==> src/rtl/cpu_pkg.sv <==
// Shared core definitions: branch encodings, fetch address constants, pc_gen FSM states.
package cpu_pkg;

    localparam int unsigned XLEN = 32;
    localparam int unsigned BR_W = 3;

    localparam logic [BR_W-1:0] BR_NONE = 3'd0;
    localparam logic [BR_W-1:0] BR_BEQ  = 3'd1;
    localparam logic [BR_W-1:0] BR_BNE  = 3'd2;
    localparam logic [BR_W-1:0] BR_BLEZ = 3'd3;
    localparam logic [BR_W-1:0] BR_BGTZ = 3'd4;
    localparam logic [BR_W-1:0] BR_BGEZ = 3'd5;
    localparam logic [BR_W-1:0] BR_BLTZ = 3'd6;

    localparam logic [XLEN-1:0] PC_RESET   = 32'h0000_3000;
    localparam logic [XLEN-1:0] PC_EXC_VEC = 32'h0000_4180;
    localparam logic [XLEN-1:0] PC_IMEM_LO = 32'h0000_3000;
    localparam logic [XLEN-1:0] PC_IMEM_HI = 32'h0000_6ffc;

    typedef enum logic {
        RUN   = 1'b0,
        FLUSH = 1'b1
    } pc_state_e;

    // Encodings 0 and 7 are both "no branch".
    function automatic logic is_branch(input logic [BR_W-1:0] op);
        return (op >= BR_BEQ) && (op <= BR_BLTZ);
    endfunction

endpackage

==> src/rtl/npc_target.sv <==
// D-stage redirect target and change_d; purely combinational, gated off while flushing.
module npc_target
    import cpu_pkg::*;
(
    input  logic [BR_W-1:0] branchop,
    input  logic            cmp_res,
    input  logic            jump,
    input  logic            jr_sel,
    input  logic [25:0]     instr_idx,
    input  logic [XLEN-1:0] pc4_d,
    input  logic [XLEN-1:0] jr_addr,
    input  logic            flush,
    output logic [XLEN-1:0] target,
    output logic            br_c,
    output logic            change_d
);

    logic            w_taken;
    logic [XLEN-1:0] w_br_off;

    assign br_c     = is_branch(branchop);
    assign w_taken  = br_c & cmp_res;
    assign w_br_off = {{14{instr_idx[15]}}, instr_idx[15:0], 2'b00};
    assign change_d = ~flush & (w_taken | jump | jr_sel);

    // Branch beats jump beats jr; the mux is always fully specified.
    always_comb begin
        target = jr_addr;
        if (w_taken) begin
            target = pc4_d + w_br_off;
        end else if (jump) begin
            target = {pc4_d[31:28], instr_idx, 2'b00};
        end
    end

endmodule

==> src/rtl/pc_gen.sv <==
// Fetch PC register, RUN/FLUSH sequencing and delay-slot flag.
// Optional fetch address error checking is built when PC_GEN_ADEL_EN is defined.
module pc_gen
    import cpu_pkg::*;
#(
    parameter logic [XLEN-1:0] RESET_PC = PC_RESET,
`ifdef PC_GEN_ADEL_EN
    parameter logic [XLEN-1:0] IMEM_LO  = PC_IMEM_LO,
    parameter logic [XLEN-1:0] IMEM_HI  = PC_IMEM_HI,
`endif
    parameter logic [XLEN-1:0] EXC_VEC  = PC_EXC_VEC
) (
    input  logic            clk,
    input  logic            rst_n,
    input  logic            stall,
    input  logic [BR_W-1:0] branchop,
    input  logic            cmp_res,
    input  logic            jump,
    input  logic            jr_sel,
    input  logic [XLEN-1:0] ins_d,
    input  logic [XLEN-1:0] pc4_d,
    input  logic [XLEN-1:0] jr_addr,
    input  logic            exc_req,
    input  logic            eret,
    input  logic [XLEN-1:0] epc,
    output logic [XLEN-1:0] pc_f,
    output logic [XLEN-1:0] pc4_f,
    output logic            change_d,
    output logic            bd_f,
    output logic            adel_f
);

    pc_state_e       r_state;
    pc_state_e       w_state_nxt;
    logic [XLEN-1:0] r_pc;
    logic [XLEN-1:0] w_pc_nxt;
    logic            r_bd;
    logic            w_bd_nxt;
    logic [XLEN-1:0] w_target;
    logic            w_br;
    logic            w_flush;
    logic            w_unused_bits;

    assign w_flush       = (r_state == FLUSH);
    assign w_unused_bits = ^{ins_d[31:26], epc[1:0]};

    npc_target u_npc_target (
        .branchop  (branchop),
        .cmp_res   (cmp_res),
        .jump      (jump),
        .jr_sel    (jr_sel),
        .instr_idx (ins_d[25:0]),
        .pc4_d     (pc4_d),
        .jr_addr   (jr_addr),
        .flush     (w_flush),
        .target    (w_target),
        .br_c      (w_br),
        .change_d  (change_d)
    );

    always_ff @(posedge clk or negedge rst_n) begin
        if (!rst_n) begin
            r_state <= RUN;
            r_pc    <= RESET_PC;
            r_bd    <= 1'b0;
        end else begin
            r_state <= w_state_nxt;
            r_pc    <= w_pc_nxt;
            r_bd    <= w_bd_nxt;
        end
    end

    // Exception entry and eret override stall; a new exception re-arms FLUSH.
    always_comb begin
        w_state_nxt = RUN;
        w_pc_nxt    = pc4_f;
        w_bd_nxt    = 1'b0;
        if (exc_req) begin
            w_state_nxt = FLUSH;
            w_pc_nxt    = EXC_VEC;
        end else if (eret) begin
            w_state_nxt = FLUSH;
            w_pc_nxt    = {epc[31:2], 2'b00};
        end else if (stall) begin
            w_pc_nxt = r_pc;
            w_bd_nxt = w_flush ? 1'b0 : r_bd;
        end else begin
            if (change_d) begin
                w_pc_nxt = w_target;
            end
            w_bd_nxt = change_d | (~w_flush & w_br & ~cmp_res);
        end
    end

    assign pc_f  = r_pc;
    assign pc4_f = r_pc + 32'd4;
    assign bd_f  = r_bd;

`ifdef PC_GEN_ADEL_EN
    assign adel_f = (r_pc[1:0] != 2'b00) | (r_pc < IMEM_LO) | (r_pc > IMEM_HI);
`else
    assign adel_f = 1'b0;
`endif

endmodule

==> config.mk <==
export PLATFORM = sky130hd
export DESIGN_NAME = pc_gen
export DESIGN_NICKNAME = d
export VERILOG_FILES = /design/src/rtl/cpu_pkg.sv /design/src/rtl/npc_target.sv /design/src/rtl/pc_gen.sv
export SDC_FILE = /design/constraint.sdc
export NUM_CORES = 1
export LEC_CHECK = 0
export CAP_MARGIN = 20
export CORE_ASPECT_RATIO = 0.7
export CORE_UTILIZATION = 24
export CTS_CLUSTER_DIAMETER = 200
export DETAILED_ROUTE_END_ITERATION = 6
export DONT_BUFFER_PORTS = 1
export PLACE_DENSITY = 0.41
export SLEW_MARGIN = 5
export SYNTH_ARGS = -nofsm -noshare
export SYNTH_HDL_FRONTEND = slang
export SYNTH_SLANG_ARGS = --single-unit
export TNS_END_PERCENT = 30
==> constraint.sdc <==
create_clock -name clk -period 6.3 [get_ports clk]
set_clock_uncertainty 0.2 [all_clocks]
set_input_delay 1.26 -clock clk [delete_from_list [all_inputs] [get_ports clk]]
set_output_delay 1.26 -clock clk [all_outputs]
set_load 0.01 [all_outputs]
# Word-level counts from Yosys, hierarchy flattened
# Cells that the tools add are included.
[totals]
elab_cells = 31
mem_bits_rw = 0
out_inout_bits = 67
reg_bits = 34
input_bits = 139
mem_bits_ro = 0
latch_bits = 0
mem_count = 0
[op_classes]
multipliers = 0
add_sub_neg = 2
n_mux = 12
reduce_logical = 1
div_mod_pow = 0
n_shift = 0
order_cmp = 2
n_bitwise = 9
eq_ne = 2
[op_table]
columns = ["cell", "n"]
rows = [
  ["32-bit 2-to-1 mux", 6],
  ["32-bit by 3-bit adder with 32-bit output (second input constant)", 1],
  ["32-bit adder", 1],
  ["1-bit 2-to-1 mux", 6],
  ["1-bit bitwise AND", 4],
  ["4-bit by 1-bit inequality test with 1-bit output (second input constant)", 1],
  ["3-bit by 1-bit greater-or-equal comparator with 1-bit output (second input constant)", 1],
  ["3-bit less-or-equal comparator (second input constant)", 1],
  ["3-bit by 1-bit inequality test with 1-bit output (second input constant)", 1],
  ["1-bit OR", 3],
  ["1-bit NOT", 2],
  ["1-bit logical AND", 1],
]

# Logic depth before layout (Yosys ltp)
[depth]
ltp_word = 10
ltp_mapped = 10

# Modules after synthesis
# From an unflattened synthesis, not the netlist that was laid out.
[unflattened]
cells_unflattened = 719
hier_area_um2 = 5256.3
[by_module_without_submodules]
columns = ["mod", "cells_each", "seq_area_each_um2", "area_per_inst_um2", "n_inst"]
rows = [
  ["pc_gen", 381, 853.3, 2940.3, 1],
  ["npc_target", 338, 0.0, 2316.0, 1],
]

# Worst setup path before layout
# No wires, ideal clock.
[synth_timing]
path_type = "input to output"
from = "in branchop[1]"
to = "out change_d"
setup_slack_ps = 2396
path_stages = 6
n_path_buf = 2
t_required_ps = 4840
arrival_ps = 2444
cell_sequence = "or3_1 > nand3_1 > a21o_1 > inv_1 > clkbuf_1 > clkbuf_1"
[synth_via]
elab_chain_len = 6
word_cells_on_any_way = 7
cone_classes = "order compare (2); bitwise (4); reduce/logical (1)"
[synth_lines]
columns = ["item", "line", "text"]
rows = [
  ["start: declaration", "pc_gen.sv:16", "input logic [BR_W-1:0] branchop,"],
  ["3-bit by 1-bit greater-or-equal comparator with 1-bit output / 3-bit less-or-equal comparator (equally long branches)", "cpu_pkg.sv:27", "return (op >= BR_BEQ) && (op <= BR_BLTZ);"],
  ["1-bit logical AND (*)", "cpu_pkg.sv:27", ""],
  ["1-bit bitwise AND (*)", "npc_target.sv:22", "assign w_taken = br_c & cmp_res;"],
  ["1-bit OR (*) (2 in a row)", "npc_target.sv:24", "assign change_d = ~flush & (w_taken | jump | jr_sel);"],
  ["1-bit bitwise AND (*)", "npc_target.sv:24", ""],
  ["end: declaration", "pc_gen.sv:28", "output logic change_d,"],
]
# Every way passes the cells marked *; elsewhere a longest branch is shown, timed or not.

# Worst setup path after layout
[layout_timing]
from = "reg r_pc[4], in the netlist pc_f[4]"
to = "out pc4_f[29]"
[layout_via]
elab_chain_len = 1
[layout_lines]
columns = ["item", "line", "text"]
rows = [
  ["start: declaration", "pc_gen.sv:35", "logic [XLEN-1:0] r_pc;"],
  ["start signal: assignment", "pc_gen.sv:68", "r_pc <= w_pc_nxt;"],
  ["32-bit by 3-bit adder with 32-bit output", "pc_gen.sv:96", "assign pc4_f = r_pc + 32'd4;"],
  ["end: declaration", "pc_gen.sv:27", "output logic [XLEN-1:0] pc4_f,"],
]
# No other way between the ends.

==> results.md <==
- Yosys top cell area share: 16.0%
- R2r startpoint: pc_f[4]
- Hold Fails Final Rpt: 0
- Relative slew slack: 35.2%
- Worst Setup End Kind: output pin
- Buf/Inv on CP: 0
- All-Layer GR Usage: 21.7%
- Worst hold margin: 0.461 ns
- Number of synthesized flops with an enable pin: 0
- Placed cell areas: 0.00521 mm2
- WP data required: 4.84 ns
- First-pass GRT wire length: 34.9 mm
- I/O pins: 206
- Post-CTS Setup Repair Bufs: 0
- Post-Synthesis Cells: 692
- Initial Util: 24.9%
- VDD IR max: 0.0000889 V
- Critical path class: register to output pin
- Largest net degree at the start of global routing: 40
- Die area: 0.0215 mm2
- Syn Nets: 862
- Hpwl dp: 18.6 mm
- Root Buffer Master: clkbuf_16
- Top cells by area, synth: dfrtp_1, ha_1, nand2_1
- Worst EP arrival: 2.78 ns
- Total power divided by cell area: 162 mW/mm2
- Skew-Pair Late Insertion Delay: 0.29 ns
- PostCTS Resize Cnt: 0
- Setup TNS: 0 ns
- Max Root-Sink Buffers: 2
- WL final: 23.5 mm
- CTS tree: built
- Status: finished, final reports clean
- Initial DRC count: 392
- Main synth FF type: dfrtp_1
- H-tree depth: 2
- Die H: 123 um
- CP Max Fanout: 7
- Nets@finish: 832
- CTS Buf Count: 5
- DRC viols: 0
- Critical Path Source: pc_f[4]
- Vias/cell: 5.80
- Post-route ant nets: 0
- Sequential element share of the synthesized area: 17.0%
- CP top delay family: simple AND/OR/NAND/NOR gates
- Leak pwr: 2.06 nW
- Share of cells above drive strength 1: 4.68%
- Via count: 5415
- Cell area after synthesis: 0.00501 mm2
- Post-route cell area: 0.00535 mm2
- Port Buf Inserts: 0
- Die Wd: 175 um
- Final Max Slew Viols: 0
- Critical-path top delay cell: nor3_1
- Core ar.: 0.0201 mm2
- Rows: 43
- WL/cell: 25.1 um
- Routability cong.: 0.912
- Area delta synth->final: 6.75%
- Max incr delay on CP: 0.88 ns
- Crit share post-route: 67.3%
- Syn_area_per_cell: 7.24 um2
- Ys async rst share: 100%
- Maxcap violations: 0
- Leading area contributor after synthesis: dfrtp_1
- Hold_buf cts: 0
- Clk slew on worst S/H paths: 0.06 ns
- Startpoint Class: register
- Power, Total: 865 uW
- Final min period: 4.24 ns
- CP Cell Sequence: nand3_1, nor3_1, nand4_1, xnor2_1
- Initial antenna violation count: 1
- Vias in the first global route: 5424
- Top post-synthesis cells by count: nand2_1, nor2_1, a21oi_1
- Ant. Diodes: 0
- Top-count cell post-synth: nand2_1
- Synth warn: 0
- Slew at the pin with the worst max-slew slack: 0.965 ns
- GR Overflow Total: 0
- DRT Pass-1 Iters: 7
- Unrepaired setup endpoints after global routing: no
- Sink Count: 34
- Flops & latches, synth: 34
- Fmax: 236 MHz
- Hold Crit Class: input pin to asynchronous set/reset pin
- Yosys cell types: 75
- Final setup fails: 0
## routing by layer
metal / up-vias / track usage (%) / share of wire [%]
met5: - / 0 / 0
met4: 0 / 3.42 / 1.0
met3: 16 / 6.57 / 9.6
met2: 258 / 33.9 / 43
met1: 2609 / 29.6 / 46
li1: 2532 / - / -
## registers in the layout (all words and copies together) (netlist names)
signal	cells
r_state	1
pc_f	32
bd_f	1
## stage by stage
stage | setup WS [ns] | std cells | util [%]
after floorplan | 2.40 | 692 | -
after global placement | 2.26 | 925 | 25.9
after detailed placement | 2.29 | 925 | 25.9
after CTS | 2.15 | 933 | 26.6
after global routing | 1.95 | 933 | 26.6
final | 2.06 | 933 | 26.6
## worst paths after layout
check / endpoint / slack, ns / cells after the start
max: pc4_f[29] / 2.06 / 4
min: pc_f[6] / 0.46 / 0
max reg2reg: pc_f[25] / 3.07 / 7
min reg2reg: pc_f[1] / 0.48 / 2
max in group asynchronous: pc_f[12] / 5.25 / 0
min in group clk: pc_f[1] / 0.48 / 2
## cell families (layout without fill, tap and decap cells)
group / after synthesis / after routing / synth area share [%]
compound gates: 229 / 229 / 30.9
xor+xnor: 47 / 47 / 8.22
fa+ha+maj: 31 / 31 / 7.90
buf+inv: 66 / 37 / 5.50
flops: 34 / 34 / 17.0
mux: 23 / 23 / 4.67
other cells: 1 / 1 / 0.0749
simple gates: 261 / 261 / 25.7
## cell usage in the layout (no fill, tap or decap), types with 10 or more instances in the layout
master and count:
nor2_1 53, xnor2_1 26, nand3_1 34, xor2_1 21, ha_1 30, nand2_1 82
nand4_1 10, and3_1 14, o21ai_0 45, a31oi_1 10, mux2i_1 20, nor3_1 19
a21oi_1 52, o211ai_1 16, or3_1 10, a211oi_1 12, o21a_1 10, dfrtp_1 32
inv_1 20
## where the power goes
part	internal [mW]	leakage (nW)	switching, mW
logic	0.126	1.57	0.213
registers	0.235	0.428	0.0406
clock network	0.148	0.0652	0.103
total	0.508	2.06	0.357
## cell type report
cell class                 instances  area, um2
clock buffer                       8        136
fill                            2299      14800
inverter                          21       78.8
multi-input combinational        592       3880
sequential                        34        853
tap                              270        338
timing repair buffer               8       60.1
Note: power is estimated with default switching activity, not from simulation.
